`src/rtl/noc_vc_grant_arbiter_pkg.sv`:
```
// Shared types and constants for the VC grant arbiter and the rotating-priority picker.
package noc_vc_grant_arbiter_pkg;

    localparam int Noc_VC_Channel   = 4;
    localparam int Noc_VC_Idx_Width = $clog2(Noc_VC_Channel);

    typedef enum logic [1:0] {
        BODY     = 2'd0,
        HEAD     = 2'd1,
        TAIL     = 2'd2,
        HEADTAIL = 2'd3
    } Noc_flit_type_e;

    typedef enum logic {
        ARB_IDLE   = 1'b0,
        ARB_LOCKED = 1'b1
    } Noc_vc_arb_state_e;

    function automatic logic flit_opens_packet(input Noc_flit_type_e t);
        return (t == HEAD) || (t == HEADTAIL);
    endfunction

    function automatic logic flit_closes_packet(input Noc_flit_type_e t);
        return (t == TAIL) || (t == HEADTAIL);
    endfunction

endpackage

```
`src/rtl/noc_vc_grant_arbiter_rr_pick.sv`:
```
// Combinational rotating priority encoder: first set req bit at or after ptr, wrapping at CHANNELS.
module noc_rr_pick
    import noc_vc_grant_arbiter_pkg::*;
#(
    parameter int CHANNELS = Noc_VC_Channel,
    parameter int IDX_W    = Noc_VC_Idx_Width
) (
    input  logic [CHANNELS-1:0] req,
    input  logic [IDX_W-1:0]    ptr,
    output logic [CHANNELS-1:0] onehot,
    output logic [IDX_W-1:0]    idx,
    output logic                found
);

    logic [IDX_W:0] cand;

    // One spare bit holds ptr+k before the wrap, so non-power-of-two sizes wrap by compare.
    always_comb begin
        onehot = '0;
        idx    = '0;
        found  = 1'b0;
        cand   = '0;
        for (int k = 0; k < CHANNELS; k++) begin
            cand = {1'b0, ptr} + (IDX_W+1)'(k);
            if (cand >= (IDX_W+1)'(CHANNELS)) begin
                cand = cand - (IDX_W+1)'(CHANNELS);
            end
            if (!found && req[cand[IDX_W-1:0]]) begin
                found                   = 1'b1;
                onehot[cand[IDX_W-1:0]] = 1'b1;
                idx                     = cand[IDX_W-1:0];
            end
        end
    end

endmodule

```
`src/rtl/noc_vc_grant_arbiter.sv`:
```
// Packet-locked round-robin VC grant arbiter feeding the VC merge stage.
// Optional stall watchdog enabled by defining NOC_VC_ARB_WATCHDOG_EN.
//
//   state      | meaning
//   ARB_IDLE   | no grant; picks next packet head in round-robin order
//   ARB_LOCKED | grant held on one VC until its tail flit transfers
module noc_vc_grant_arbiter
    import noc_vc_grant_arbiter_pkg::*;
#(
    parameter int CHANNELS    = Noc_VC_Channel,
    parameter int WDOG_CYCLES = 64
) (
    input  logic                        noc_clk,
    input  logic                        noc_rst_n,
    input  logic [CHANNELS-1:0]         i_vc_valid,
    input  logic [2*CHANNELS-1:0]       i_vc_flit_type,
    input  logic                        i_out_ready,
    input  logic                        i_out_almost_full,
    output logic [CHANNELS-1:0]         o_vc_grant,
    output logic [$clog2(CHANNELS)-1:0] o_grant_idx,
    output logic                        o_grant_active,
    output logic                        o_wdog_err
);

    localparam int IW = $clog2(CHANNELS);

    if (CHANNELS < 2 || WDOG_CYCLES < 2) begin : g_param_check
        $error("noc_vc_grant_arbiter: CHANNELS and WDOG_CYCLES must be >= 2");
    end

    Noc_vc_arb_state_e   state_q, state_d;
    logic [CHANNELS-1:0] grant_q, grant_d;
    logic [IW-1:0]       idx_q, idx_d;
    logic [IW-1:0]       rr_ptr_q, rr_ptr_d;

    logic [CHANNELS-1:0] eligible;
    logic [CHANNELS-1:0] pick_onehot;
    logic [IW-1:0]       pick_idx;
    logic                pick_found;
    Noc_flit_type_e      cur_type;
    logic                cur_valid;
    logic                xfer;
    logic                wdog_fire;
    logic [IW-1:0]       ptr_after_cur;

    always_comb begin
        eligible = '0;
        for (int i = 0; i < CHANNELS; i++) begin
            eligible[i] = i_vc_valid[i] &
                          flit_opens_packet(Noc_flit_type_e'(i_vc_flit_type[2*i +: 2]));
        end
    end

    noc_rr_pick #(
        .CHANNELS (CHANNELS),
        .IDX_W    (IW)
    ) u_pick (
        .req    (eligible),
        .ptr    (rr_ptr_q),
        .onehot (pick_onehot),
        .idx    (pick_idx),
        .found  (pick_found)
    );

    always_comb begin
        cur_type  = BODY;
        cur_valid = 1'b0;
        for (int i = 0; i < CHANNELS; i++) begin
            if (idx_q == IW'(i)) begin
                cur_type  = Noc_flit_type_e'(i_vc_flit_type[2*i +: 2]);
                cur_valid = i_vc_valid[i];
            end
        end
    end

    assign xfer          = (state_q == ARB_LOCKED) & cur_valid & i_out_ready;
    assign ptr_after_cur = (idx_q == IW'(CHANNELS-1)) ? '0 : idx_q + IW'(1);

    always_comb begin
        state_d  = state_q;
        grant_d  = grant_q;
        idx_d    = idx_q;
        rr_ptr_d = rr_ptr_q;
        case (state_q)
            ARB_IDLE: begin
                if (pick_found && !i_out_almost_full) begin
                    state_d = ARB_LOCKED;
                    grant_d = pick_onehot;
                    idx_d   = pick_idx;
                end
            end
            ARB_LOCKED: begin
                if ((xfer && flit_closes_packet(cur_type)) || wdog_fire) begin
                    state_d  = ARB_IDLE;
                    grant_d  = '0;
                    idx_d    = '0;
                    rr_ptr_d = ptr_after_cur;
                end
            end
            default: begin
                state_d = ARB_IDLE;
                grant_d = '0;
                idx_d   = '0;
            end
        endcase
    end

    always_ff @(posedge noc_clk) begin
        if (!noc_rst_n) begin
            state_q  <= ARB_IDLE;
            grant_q  <= '0;
            idx_q    <= '0;
            rr_ptr_q <= '0;
        end else begin
            state_q  <= state_d;
            grant_q  <= grant_d;
            idx_q    <= idx_d;
            rr_ptr_q <= rr_ptr_d;
        end
    end

`ifdef NOC_VC_ARB_WATCHDOG_EN
    localparam int                CW        = $clog2(WDOG_CYCLES);
    localparam logic [CW-1:0]     WDOG_LOAD = CW'(WDOG_CYCLES - 1);

    logic [CW-1:0] wdog_cnt_q, wdog_cnt_d;
    logic          wdog_err_q, wdog_err_d;

    // Down-counter reloads on every transfer and while idle; expiry is terminal count zero.
    always_comb begin
        wdog_cnt_d = wdog_cnt_q;
        if (state_q != ARB_LOCKED || xfer) begin
            wdog_cnt_d = WDOG_LOAD;
        end else if (wdog_cnt_q != '0) begin
            wdog_cnt_d = wdog_cnt_q - CW'(1);
        end
        wdog_err_d = wdog_err_q | wdog_fire;
    end

    assign wdog_fire = (state_q == ARB_LOCKED) && !xfer && (wdog_cnt_q == '0);

    always_ff @(posedge noc_clk) begin
        if (!noc_rst_n) begin
            wdog_cnt_q <= WDOG_LOAD;
            wdog_err_q <= 1'b0;
        end else begin
            wdog_cnt_q <= wdog_cnt_d;
            wdog_err_q <= wdog_err_d;
        end
    end

    assign o_wdog_err = wdog_err_q;
`else
    assign wdog_fire  = 1'b0;
    assign o_wdog_err = 1'b0;
`endif

    assign o_vc_grant     = grant_q;
    assign o_grant_idx    = idx_q;
    assign o_grant_active = (state_q == ARB_LOCKED);

    a_grant_onehot0: assert property (@(posedge noc_clk) $onehot0(o_vc_grant));
    a_active_match:  assert property (@(posedge noc_clk) o_grant_active == (|o_vc_grant));

endmodule
```
`config.mk`:
```
export PLATFORM = sky130hd
export DESIGN_NAME = noc_vc_grant_arbiter
export DESIGN_NICKNAME = d
export VERILOG_FILES = /design/src/rtl/noc_vc_grant_arbiter_pkg.sv /design/src/rtl/noc_vc_grant_arbiter_rr_pick.sv /design/src/rtl/noc_vc_grant_arbiter.sv
export SDC_FILE = /design/constraint.sdc
export NUM_CORES = 1
export LEC_CHECK = 0
export ABC_CLOCK_PERIOD_IN_PS = 2200
export CAP_MARGIN = 20
export CORE_MARGIN = 3
export CORE_UTILIZATION = 40
export DETAILED_ROUTE_END_ITERATION = 6
export GPL_TIMING_DRIVEN = 0
export PLACE_DENSITY = 0.67
export RECOVER_POWER = 25
export SKIP_LAST_GASP = 1
export SLEW_MARGIN = 20
export SYNTH_ARGS = -nofsm -noshare
export SYNTH_HDL_FRONTEND = slang
export SYNTH_SLANG_ARGS = --single-unit
```
`constraint.sdc`:
```
create_clock -name noc_clk -period 2.2 [get_ports noc_clk]
set_input_delay 0.44 -clock noc_clk [delete_from_list [all_inputs] [get_ports noc_clk]]
set_output_delay 0.44 -clock noc_clk [all_outputs]
set_load 0.01 [all_outputs]
```
# After elaboration in Yosys (flattened, before gate mapping)
# Index checks and enable logic that the tools add are counted.
[word_totals] register_bits=9 input_bits=16 out_inout_bits=8 elab_cells=120
[op_classes] add_sub_neg=8 n_lt_le_gt_ge=12 n_eq_ne=15 n_mux=50 n_bitwise=10 reduce_logical=21
[op_table] op="$mux W2" count=15
[op_table] op="$mux W4" count=6
[op_table] op="$mux W1" count=18
[op_table] op="$eq A2 B2 Y1 const B" count=8
[op_table] op="$lt A2 B3 Y1 const B" count=4
[op_table] op="$or A4 B4 Y4" count=3
[op_table] op="$eq A2 B1 Y1 const B" count=5
[op_table] op="$ge A3 B3 Y1 const B" count=3
[op_table] op="$logic_and A1 B1 Y1" count=9
[op_table] op="$bmux W1 S2" count=4
[op_table] op="$demux W1 S2" count=4
[op_table] op="$ge A2 B1 Y1 const B" count=4
[op_table] op="$pmux W4 S2" count=1
[op_table] op="$sub A2 B1 Y2 const B" count=4
[op_table] op="$add A2 B2 Y3 const B" count=2
[op_table] op="$and A1 B1 Y1" count=6
[op_table] op="$logic_or A1 B1 Y1" count=5
[op_table] op="$logic_not A1 Y1" count=4
[op_table] op="$pmux W2 S2" count=1
[op_table] op="$reduce_and A2 Y1" count=2
[op_table] op="$add A2 B1 Y3 const B" count=1
[op_table] op="$ge A2 B3 Y1 const B" count=1
[op_table] op="$add A2 B1 Y2 const B" count=1
[op_table] op="$logic_not A2 Y1" count=1
[op_table] op="4 further kinds" count=4

# Logic depth before layout (Yosys ltp)
[depth] ltp_word=18 mapped_depth=9

# Cells and area by module
# A second synthesis with hierarchy kept.
[unflattened] cells_unflattened=92 area_unflattened_um2=935.9
[by_module_without_submodules] module="noc_vc_grant_arbiter" n_inst=1 cells_per_inst=47 area_per_inst_um2=514.2 seq_area_each_um2=180.2
[by_module_without_submodules] module="noc_rr_pick" n_inst=1 cells_per_inst=45 area_per_inst_um2=421.7 seq_area_each_um2=0.0

# Worst setup path before layout
# No wires, ideal clock.
[synth_timing] path_type="reg2reg" from="register rr_ptr_q[0]" to="register grant_q[0], in the netlist o_vc_grant[0]" t_arrival_ps=2167 required_time_ps=2121 slack_ps=-45 path_stages_with_launch=8 n_path_buf=1 period_less_slack_ps=2245 cell_sequence="dfxtp_1 -> inv_1 -> ha_1 -> buf_2 -> mux4_2 -> nor3b_1 -> o2111ai_1 -> o211ai_1"
[synth_via] elab_chain_cells=17 word_cells_on_any_way=65
[synth_lines] element="start: declaration" line_no="noc_vc_grant_arbiter.sv:34" rtl="logic [IW-1:0] rr_ptr_q, rr_ptr_d;"
[synth_lines] element="start signal: assignment" line_no="noc_vc_grant_arbiter.sv:118" rtl="rr_ptr_q <= rr_ptr_d;"
[synth_lines] element="branches (longest 17 deep; another with $add A2 B1 Y3)"
[synth_lines] element="end signal: assignment" line_no="noc_vc_grant_arbiter.sv:116" rtl="grant_q <= grant_d;"
[synth_lines] element="end: declaration" line_no="noc_vc_grant_arbiter.sv:32" rtl="logic [CHANNELS-1:0] grant_q, grant_d;"
# Parallel ways; which one is timed is not known. The select of a mux whose other input is x is not followed.
# A chain may end at the register's enable or synchronous reset.

# Worst setup path in the final report
[layout_timing] from="input i_vc_flit_type[6]" to="register grant_q[3], in the netlist o_vc_grant[3]"
[layout_via] elab_chain_cells=18 word_cells_on_any_way=40
[layout_lines] element="start: declaration" line_no="noc_vc_grant_arbiter.sv:16" rtl="input logic [2*CHANNELS-1:0] i_vc_flit_type,"
[layout_lines] element="$eq A2 B1 Y1 / $eq A2 B2 Y1 (equally long branches)" line_no="noc_vc_grant_arbiter_pkg.sv:20" rtl="return (t == HEAD) || (t == HEADTAIL);"
[layout_lines] element="$logic_or A1 B1 Y1" line_no="noc_vc_grant_arbiter_pkg.sv:20"
[layout_lines] element="$and A1 B1 Y1" line_no="noc_vc_grant_arbiter.sv:49" rtl="eligible[i] = i_vc_valid[i] &"
[layout_lines] element="$bmux W1 S2" line_no="noc_vc_grant_arbiter_rr_pick.sv:28" rtl="if (!found && req[cand[IDX_W-1:0]]) begin"
[layout_lines] element="$mux W1 (implied by the code)" line_no="noc_vc_grant_arbiter_rr_pick.sv:28"
[layout_lines] element="$mux W1" line_no="noc_vc_grant_arbiter_rr_pick.sv:28"
[layout_lines] element="$logic_not A1 Y1" line_no="noc_vc_grant_arbiter_rr_pick.sv:28"
[layout_lines] element="$logic_and A1 B1 Y1" line_no="noc_vc_grant_arbiter_rr_pick.sv:28"
[layout_lines] element="(+2 left out)"
[layout_lines] element="$logic_and A1 B1 Y1" line_no="noc_vc_grant_arbiter_rr_pick.sv:28"
[layout_lines] element="$mux W1" line_no="noc_vc_grant_arbiter_rr_pick.sv:28"
[layout_lines] element="$logic_not A1 Y1" line_no="noc_vc_grant_arbiter_rr_pick.sv:28"
[layout_lines] element="$logic_and A1 B1 Y1" line_no="noc_vc_grant_arbiter_rr_pick.sv:28"
[layout_lines] element="$mux W1" line_no="noc_vc_grant_arbiter_rr_pick.sv:28"
[layout_lines] element="$logic_and A1 B1 Y1" line_no="noc_vc_grant_arbiter.sv:86" rtl="if (pick_found && !i_out_almost_full) begin"
[layout_lines] element="$ne A2 B2 Y1 (no source line)"
[layout_lines] element="$reduce_and A2 Y1 (no source line)"
# Several ways; a longest one is shown, not always the timed one. The select of a mux whose other input is x is not followed.

==> results.sh <==
export IMPL_end_kind="register"
export IMPL_synth_fa_ha_area_frac=0.1309
export IMPL_io_pins=24
export IMPL_setup_violations=0
export IMPL_die_height_um=59.56
export IMPL_n_antenna_cell=0
export IMPL_worstPathCellList="clkdlybuf4s50_1, and2_4, mux4_2, buf_6, and2_0, o2111ai_2, o211ai_1"
export IMPL_grt_pass1_vias=1156
export IMPL_core_area_mm2=0.002590
export IMPL_fin_skew_ps=3.107
export IMPL_arrival_ps=2320
export IMPL_synth_main_ff_cell="dfxtp_1"
export IMPL_drive_gt1_frac=0.2619
export IMPL_dieArea_mm2=0.003547
export IMPL_synthSimpleGateAreaFrac=0.2792
export IMPL_setup_ws_ps=28.15
export IMPL_antenna_found_initial=0
export IMPL_drv_slew=0
export IMPL_row_count=18
export IMPL_leakage_nw=0.5949
export IMPL_worstMarginPinSlew_ps=741.5
export IMPL_fin_crit_ps=2172
export IMPL_path_depth=7
export IMPL_grt_busiest_layer="met2"
export IMPL_syn_area_mm2=0.001147
export IMPL_clockBufferDepth=2
export IMPL_synth_seq_cells=9
export IMPL_cp_buffers_inverters=2
export IMPL_final_seq_area_um2=187.7
export IMPL_cp_slowest_cell="mux4_2"
export IMPL_final_hold_viol_count=0
export IMPL_io_buffers=22
export IMPL_grt_pass1_wl_um=5382
export IMPL_cts_sinks=9
export IMPL_worst_setup_path_type="in2reg"
export IMPL_clk_pin_slew_ps=60
export IMPL_synthXorXnorAreaFrac=0
export IMPL_grtUsageTotal=0.1954
export IMPL_wl_um=3519
export IMPL_drtIter0Drc=85
export IMPL_final_net_count=197
export IMPL_instances_no_fill=198
export IMPL_cap_violations=0
export IMPL_fill_cells=240
export IMPL_cts_root_buf="clkbuf_4"
export IMPL_layout_common_cells="nand2_1 (14), clkdlybuf4s50_1 (12), ha_1 (11)"
export IMPL_peakVddDrop_mv=0.2957
export IMPL_syn_inst=134
export IMPL_cts_max_level=1
export IMPL_muxShareOfSynthArea=0.1276
export IMPL_clk_latency_ps=270
export IMPL_critPathLaunchType="primary input"
export IMPL_synth_fp_nets=162
export IMPL_required_ps=2340
export IMPL_cts_buffers=3
export IMPL_r2r_start="rr_ptr_q[1]"
export IMPL_synthArstFlopShare=0
export IMPL_crit_family="buffers and inverters"
export IMPL_synth_edf_count=0
export IMPL_clock_fmax_mhz=460.4
export IMPL_synth_top_family_by_area="simple AND/OR/NAND/NOR gates"
export IMPL_crit_fanout=5
export IMPL_yosysSeqAreaShare=0.1570
export IMPL_vias=1275
export IMPL_start_util=0.4430
export IMPL_min_path_type="reg2reg"
export IMPL_p_total_mw=0.5286
export IMPL_powerDensity_mw_per_mm2=334.5
export IMPL_die_x_um=59.56
export IMPL_cts_tree="yes"
export IMPL_max_stage_delay_ps=540
export IMPL_postPlaceCellArea_mm2=0.001405
export IMPL_ys_types=44
export IMPL_area_delta_synth_final_pct=37.73
export IMPL_use_met1=0.2639
export IMPL_status="completed"
export IMPL_layout_commonest_cell="nand2_1"
export IMPL_hpwl_um=2515
export IMPL_rr_worst_depth=7
export IMPL_ys_warn_count=0
export IMPL_reg2reg_to="o_vc_grant[3]"
export IMPL_finalCritPeriodShare=0.9872
export IMPL_reg2reg_slack_ps=50
export IMPL_startpoint="i_vc_flit_type[6]"
export IMPL_fin_area_mm2=0.001580
export IMPL_cts_hold_buf=0
export IMPL_setup_worst_path_end="o_vc_grant[3]"
export IMPL_met3_usage=0.01961
export IMPL_dr_pass1_iters=4
export IMPL_dp_cells=186
export IMPL_grt_max_degree=11
export IMPL_antenna_left=0
export IMPL_drcViolationCount=0
export IMPL_multi_input_area_um2=977.2
export IMPL_avgSynthCellArea_um2=8.562
export IMPL_place_congestion=0.8497
export IMPL_use_met2=0.3370
export IMPL_maxSlewHeadroom=0.5019
export IMPL_place_ws_ps=-470.5
export IMPL_via_per_inst=6.439
export IMPL_synth_compound_area_frac=0.2541
export IMPL_grt_overflow_total=0
export IMPL_route_detailed_wl_per_inst_um=17.77
[cells by family (layout without fill, tap and decap cells)]
kind of cell               after synthesis  after routing
AOI/OAI and AO/OA                       38             38
adders and majority gates               12             12
buffers and inverters                   10             44
DFF                                      9              9
muxes                                    9              9
other                                    1              1
and+or+nand+nor                         55             55
[through the flow]
step             util  setup TNS, ps  hold WS (ps)
3_3_place_gp   0.5425          -2699         568.3
3_5_place_dp   0.5425          -2931         571.7
6_report       0.6101              0         588.2
4_1_cts        0.5720         -15.26         583.4
2_1_floorplan       -              0         550.4
5_1_grt        0.6101         -12.99         613.5
[worst min-delay path by stage]
stage	from	end	slack, ps	cells past startpoint
2_1_floorplan	o_grant_active	o_grant_active	550	2
3_3_place_gp	o_grant_active	o_grant_active	570	2
3_5_place_dp	o_grant_active	o_grant_active	570	2
4_1_cts	o_grant_active	o_grant_active	580	2
5_1_grt	rr_ptr_q[1]	rr_ptr_q[1]	610	2
6_report	o_grant_active	o_grant_active	590	2
[final cells by class]
type | count | share of cell area
Buffer | 4 | 0.02454
Timing Repair Buffer | 31 | 0.1813
Multi-Input combinational cell | 115 | 0.6184
Sequential cell | 9 | 0.1188
Tap cell | 30 | 0.02375
Clock buffer | 4 | 0.01663
Inverter | 5 | 0.01663
[sequential cells by signal (all words and copies together), names as in the netlist]
signal / count
o_grant_active: 1
o_vc_grant: 4
rr_ptr_q: 2
o_grant_idx: 2
[worst min-delay path, delay by kind of cell, from the launching register on]
family | cells | cell delay [ps]
simple gates | 1 | 90
flops | 1 | 390
compound gates | 1 | 60
[layer usage]
layer	routed length, µm	share of wire
met4	77	0.022
met3	183	0.052
met1	1483	0.42
met2	1775	0.50
met5	0	0
[Yosys cell counts (all sizes together), types with 2 or more instances]
library cell,instances,share of area
nand2,14,0.046
ha,12,0.13
and2,9,0.053
dfxtp,9,0.16
nand3,7,0.031
o211ai,7,0.046
nand4b,6,0.046
o2111ai,6,0.051
a21oi,5,0.025
buf,5,0.032
inv,5,0.016
a22oi,4,0.026
mux4,4,0.082
nand3b,4,0.026
nor3b,4,0.026
a31oi,3,0.016
mux2i,3,0.026
nor2,3,0.0098
a21o,2,0.013
mux2,2,0.020
nand4,2,0.011
nor3,2,0.0087
o21ai,2,0.012
o22ai,2,0.011
or3,2,0.011
[what timing repair did]
action                     CTS  global route
setup endpoints to repair    7             6
buffers inserted             1             7
gates resized for setup     17            17
pin swaps                    1             4
cloned                       0             1
[report_power, final]
group / internal [mW] / switching [mW] / leakage (nW) / total [mW]
combinational: 0.104 / 0.114 / 0.505 / 0.218
clock: 0.0700 / 0.0595 / 0.0150 / 0.129
sequential: 0.169 / 0.0114 / 0.0747 / 0.181
(Power assumes the default switching activity.)
